$ cat src/rtl/uart_tx_fifo.sv
// Buffered UART transmitter: byte FIFO feeding a serialiser with inverted internal line polarity.
// Define UART_TX_PARITY_EN to insert an even-parity bit (8E1); otherwise frames are 8N1.
module uart_tx_fifo #(
  parameter int CLKS_PER_BIT = 217,
  parameter int FIFO_DEPTH   = 16
) (
  input  logic                        clk,
  input  logic                        rst_n,
  input  logic [7:0]                  data,
  input  logic                        data_valid,
  output logic                        ready,
  output logic [$clog2(FIFO_DEPTH):0] fifo_count,
  output logic                        busy,
  output logic                        overflow,
  output logic                        uart_txd
);

  localparam int AW = $clog2(FIFO_DEPTH);
  localparam int CW = AW + 1;
  localparam int TW = $clog2(CLKS_PER_BIT);

  typedef enum logic [2:0] {IDLE, START, DATA, PARITY, STOP} state_t;

  state_t          state;
  state_t          state_next;
  logic [7:0]      mem [FIFO_DEPTH];
  logic [AW-1:0]   wr_ptr;
  logic [AW-1:0]   rd_ptr;
  logic [CW-1:0]   count;
  logic [TW-1:0]   timer;
  logic [2:0]      bit_idx;
  logic [7:0]      shift;
  logic            full;
  logic            wr_en;
  logic            pop;
  logic            bit_end;
`ifdef UART_TX_PARITY_EN
  logic            parity_bit;
`endif

  // Fullness uses the registered count, so a same-cycle pop never makes room.
  assign full       = (count == CW'(FIFO_DEPTH));
  assign wr_en      = data_valid && !full;
  assign bit_end    = (timer == TW'(CLKS_PER_BIT - 1));
  assign ready      = !full;
  assign fifo_count = count;
  assign busy       = (state != IDLE);

  always_ff @(posedge clk) begin
    if (wr_en) mem[wr_ptr] <= data;
  end

  always_ff @(posedge clk or negedge rst_n) begin
    if (!rst_n) begin
      wr_ptr   <= '0;
      rd_ptr   <= '0;
      count    <= '0;
      overflow <= 1'b0;
    end else begin
      overflow <= data_valid && full;
      if (wr_en) wr_ptr <= wr_ptr + AW'(1);
      if (pop)   rd_ptr <= rd_ptr + AW'(1);
      case ({wr_en, pop})
        2'b10:   count <= count + CW'(1);
        2'b01:   count <= count - CW'(1);
        default: count <= count;
      endcase
    end
  end

  always_ff @(posedge clk or negedge rst_n) begin
    if (!rst_n) state <= IDLE;
    else        state <= state_next;
  end

  // Popping straight from STOP into START keeps back-to-back frames gap-free.
  always_comb begin
    state_next = state;
    pop        = 1'b0;
    case (state)
      IDLE: begin
        if (count != '0) begin
          pop        = 1'b1;
          state_next = START;
        end
      end
      START: begin
        if (bit_end) state_next = DATA;
      end
      DATA: begin
        if (bit_end && bit_idx == 3'd7) begin
`ifdef UART_TX_PARITY_EN
          state_next = PARITY;
`else
          state_next = STOP;
`endif
        end
      end
`ifdef UART_TX_PARITY_EN
      PARITY: begin
        if (bit_end) state_next = STOP;
      end
`endif
      STOP: begin
        if (bit_end) begin
          if (count != '0) begin
            pop        = 1'b1;
            state_next = START;
          end else begin
            state_next = IDLE;
          end
        end
      end
      default: state_next = IDLE;
    endcase
  end

  always_ff @(posedge clk or negedge rst_n) begin
    if (!rst_n) begin
      timer   <= '0;
      bit_idx <= '0;
      shift   <= '0;
    end else if (pop) begin
      timer   <= '0;
      bit_idx <= '0;
      shift   <= mem[rd_ptr];
    end else if (state != IDLE) begin
      timer <= bit_end ? '0 : timer + TW'(1);
      if (state == DATA && bit_end) begin
        shift   <= shift >> 1;
        bit_idx <= bit_idx + 3'd1;
      end
    end
  end

`ifdef UART_TX_PARITY_EN
  always_ff @(posedge clk or negedge rst_n) begin
    if (!rst_n)   parity_bit <= 1'b0;
    else if (pop) parity_bit <= ^mem[rd_ptr];
  end
`endif

  // Internal polarity: idle/stop 0, start 1, payload bits inverted.
  always_comb begin
    uart_txd = 1'b0;
    case (state)
      START:   uart_txd = 1'b1;
      DATA:    uart_txd = !shift[0];
`ifdef UART_TX_PARITY_EN
      PARITY:  uart_txd = !parity_bit;
`endif
      default: uart_txd = 1'b0;
    endcase
  end

endmodule

$ cat config.mk
export PLATFORM = sky130hd
export DESIGN_NAME = uart_tx_fifo
export DESIGN_NICKNAME = d
export VERILOG_FILES = /design/src/rtl/uart_tx_fifo.sv
export SDC_FILE = /design/constraint.sdc
export NUM_CORES = 1
export LEC_CHECK = 0
export BUFFER_PORTS_ARGS = -buffer_cell sky130_fd_sc_hd__buf_2
export CAP_MARGIN = 0
export CORE_MARGIN = 5
export CORE_UTILIZATION = 35
export CTS_CLUSTER_SIZE = 14
export DETAILED_ROUTE_END_ITERATION = 7
export GPL_ROUTABILITY_DRIVEN = 0
export PLACE_DENSITY_LB_ADDON = 0.2
export RECOVER_POWER = 25
export REMOVE_ABC_BUFFERS = 1
export SLEW_MARGIN = 20
export SYNTH_ARGS = -nofsm -noshare
export SYNTH_HDL_FRONTEND = slang
export SYNTH_SLANG_ARGS = --single-unit
$ cat constraint.sdc
create_clock -name clk -period 4.95 [get_ports clk]
set_clock_uncertainty 0.2 [all_clocks]
set_input_delay 0.2475 -clock clk [delete_from_list [all_inputs] [get_ports clk]]
set_output_delay 0.2475 -clock clk [all_outputs]
set_load 0.05 [all_outputs]
==> flow_summary.yaml <==
yosys:
  syn_area_per_cell_um2: 16.4
  synth_top_area_share_pct: 56.1
  synth-main-ff-cell: "edfxtp_1"
  ys_types: 44
  yosysTopAreaCell: "edfxtp_1"
  synth_edf_count: 128
  yosysWarnings: 0
  synth_async_sr_flop_share_pct: 22.0
  yosysSeqAreaShare_pct: 69.2
  syn_inst: 419
  syn_area_mm2: 0.00686
  synth_area_leaders: "edfxtp_1 (56%), dfrtp_1 (13%), mux4_2 (8.2%)"
  synth-seq-cells: 164
drt:
  route.detailed.drc: 0
  route.vias.total: 3578
  drtIter0Drc: 173
  first_pass_iters: 4
  routed_wl_mm: 14.0
  avgRoutedWirePerCell_um: 19.6
  drtAntennaViolNets: 0
  viasPerCell: 5.00
global_route:
  track_usage_pct: 13.4
  antenna_found_initial: 0
  grt_overflow: 0
  grt_max_degree: 37
  grt_pass1_vias: 3630
  grt_busiest_layer: "met2"
  met3_usage_pct: 3.45
  use_met2_pct: 21.2
  grt_first_pass_wirelength_mm: 22.0
  grt_util_met1_pct: 18.4
pwr:
  swShare_pct: 28.4
  p_int_mw: 2.42
  p_comb_share_pct: 12.6
  power_leakage_nw: 2.61
  power_mw: 3.38
  seqPwrFrac_pct: 51.1
  pwr-share-clk_pct: 36.4
  vdd_drop_max_v: 0.000254
  power_density_mw_per_mm2: 434
  p_switching_uw: 959
place:
  dp_hpwl_mm: 8.81
  io_buffers: 19
  placed_area_mm2: 0.00723
timing:
  layout_min_cycle_time_ns: 3.58
  hold_ws_ns: 0.0495
  hold_violations: 0
  setup_viol: 0
  tightest_slew_ns: 0.947
  final_max_slew_viol_count: 0
  max_slew_margin_pct: 36.7
  grt_setup_unrepaired: "false"
  fmax_ghz: 0.280
  min_period_over_period_pct: 72.3
  fin_tns_setup_ns: 0
setup_path:
  cp_slowest_stage_delay_ns: 0.59
  path_cells: "inv_1 -> ha_1 -> nand3_1 -> or4_1 -> a2111oi_4 -> ha_1 -> xor2_1 -> ha_1 -> inv_1 -> o21ai_0 -> a21o_1 -> a221oi_1 -> xnor2_1"
  crit_required_ns: 5.09
  cp.arrival_ns: 3.72
  worst-setup-path-type: "reg -> reg"
  cpMostUsedCell: "ha_1"
  startpoint_type: "register"
  crit_path_end_kind: "register"
  crit_family: "compound AO/OA/AOI/OAI gates"
  crit_slowest_cell: "or4_1"
  crit_path_max_fanout: 9
  crit_buf_inv: 2
floorplanning:
  num_io_pins: 20
  die_w_um: 150
  fp.dieArea_mm2: 0.0225
  die_h_um: 150
  start_util_pct: 35.3
  std_cell_rows: 51
  core-area_mm2: 0.0194
clock_tree:
  cts_resized: 0
  clk_latency_ns: 0.42
  clkSlewWorstSetupHoldPaths_ns: 0.07
  cts_buffer_depth: 2
  htreeDepth: 4
  cts_tree: "yes"
  numCtsBuffers: 17
  cts.sinks: 164
  clock-root-buffer: "clkbuf_16"
status:
  status: "finished clean"
flow_run:
  cap_violations: 0
final_layout:
  antenna_cells: 0
  final_area_mm2: 0.00779
  fin_nets: 462
  area_delta_synth_final_pct: 13.6
  final_layout_size_suffix_gt1_share_pct: 21.5
worst_hold_path:
  hold_path.class: "in -> reg"
## layer usage
| metal | vias to the layer above | share of wire [%] |
|---|---|---|
| met5 | - | 0 |
| met4 | 0 | 1.5 |
| li1 | 1657 | - |
| met1 | 1829 | 47 |
| met3 | 15 | 4.9 |
| met2 | 77 | 47 |
## cell usage after synthesis (5+ instances only)
cell type	n
buf_2	5
ha_1	13
nand2_1	20
xnor2_1	7
a21oi_1	6
a221oi_1	6
mux4_2	25
inv_1	9
mux2i_1	18
clkbuf_1	15
buf_1	5
nand3_1	15
nor2_1	27
nor3_1	5
xor2_1	10
mux2_2	10
o221a_2	7
dfrtp_1	36
edfxtp_1	128
o21ai_0	12
## cells by family (layout without fill, tap and decap cells)
group           Yosys count  after routing  synth area share [%]
compound gates           47             47                  5.33
xor+xnor                 18             18                  2.41
fa+ha+maj                13             13                  2.37
buf+inv                  35             67                  2.12
flops                   164            164                  69.2
mux                      53             53                  12.5
simple gates             89             89                  6.09
## power by group through the flow
| stage | Sequential [mW] | Combinational (mW) | Clock (mW) |
|---|---|---|---|
| global placement | 1.75 | 0.421 | 0 |
| finish | 1.72 | 0.424 | 1.23 |
| global route | 1.74 | 0.470 | 1.33 |
| CTS | 1.73 | 0.435 | 1.26 |
| floorplan | 1.80 | 0.220 | 0 |
| detailed placement | 1.75 | 0.434 | 0 |
## state kept, by name, indices dropped and copies added (netlist names)
signal	cells
bit_idx	3
fifo_count	5
mem	128
overflow	1
rd_ptr	4
shift	8
state	3
timer	8
wr_ptr	4
## cell type report
class	count	area (um2)
sequential	164	4750
inverter	9	33.8
clock inverter	14	119
tap	265	332
clock buffer	18	429
multi-input combinational	220	1980
timing repair buffer	26	145
fill	1812	11600
## metrics by stage
| stage | setup WS [ns] | instances | utilization [%] |
|---|---|---|---|
| after floorplan | 1.18 | 393 | - |
| after global placement | 1.49 | 682 | 37.2 |
| after detailed placement | 1.40 | 682 | 37.2 |
| after CTS | 1.38 | 716 | 40.2 |
| after global routing | 1.06 | 716 | 40.1 |
| final | 1.37 | 716 | 40.1 |
## what timing repair did
action / in CTS / in global routing
setup buffers: 0 / 0
endpoints found under the hold margin: 37 / 0
hold buffers: 2 / 0
endpoints found under the setup margin: 0 / 0
## cells in the final DEF, fill, tap and decap left out, types with 3 or more instances in the layout
| cell type | instances |
|---|---|
| a221oi_1 | 6 |
| inv_1 | 9 |
| buf_2 | 13 |
| mux2i_1 | 18 |
| mux4_2 | 25 |
| nor2b_1 | 4 |
| clkinv_4 | 3 |
| nor2_1 | 27 |
| clkbuf_16 | 17 |
| buf_4 | 5 |
| nand4_1 | 3 |
| xnor2_1 | 7 |
| edfxtp_1 | 128 |
| inv_6 | 4 |
| nand2_1 | 20 |
| ha_1 | 13 |
| nand3_1 | 15 |
| o211ai_1 | 4 |
| o21ai_0 | 12 |
| o221a_2 | 7 |
| dfrtp_1 | 35 |
| mux2_2 | 10 |
| nand2b_1 | 4 |
| a21oi_1 | 6 |
| clkbuf_1 | 7 |
| xor2_1 | 10 |
| nor3_2 | 3 |
| inv_8 | 3 |
## path summary, 6_finish.rpt
path | start | end | slack (ns) | cells after the start
worst max register to register | timer[0] | fifo_count[4] | 1.37 | 13
worst max-delay path | timer[0] | fifo_count[4] | 1.37 | 13
max in group asynchronous | rst_n | rd_ptr[2] | 3.70 | 2
worst min register to register | bit_idx[0] | bit_idx[0] | 0.28 | 1
min in group asynchronous | rst_n | fifo_count[2] | 0.26 | 2
worst min-delay path | data[2] | mem[7][2] | 0.05 | 1
No activity file was read; power rests on OpenSTA's default activity.
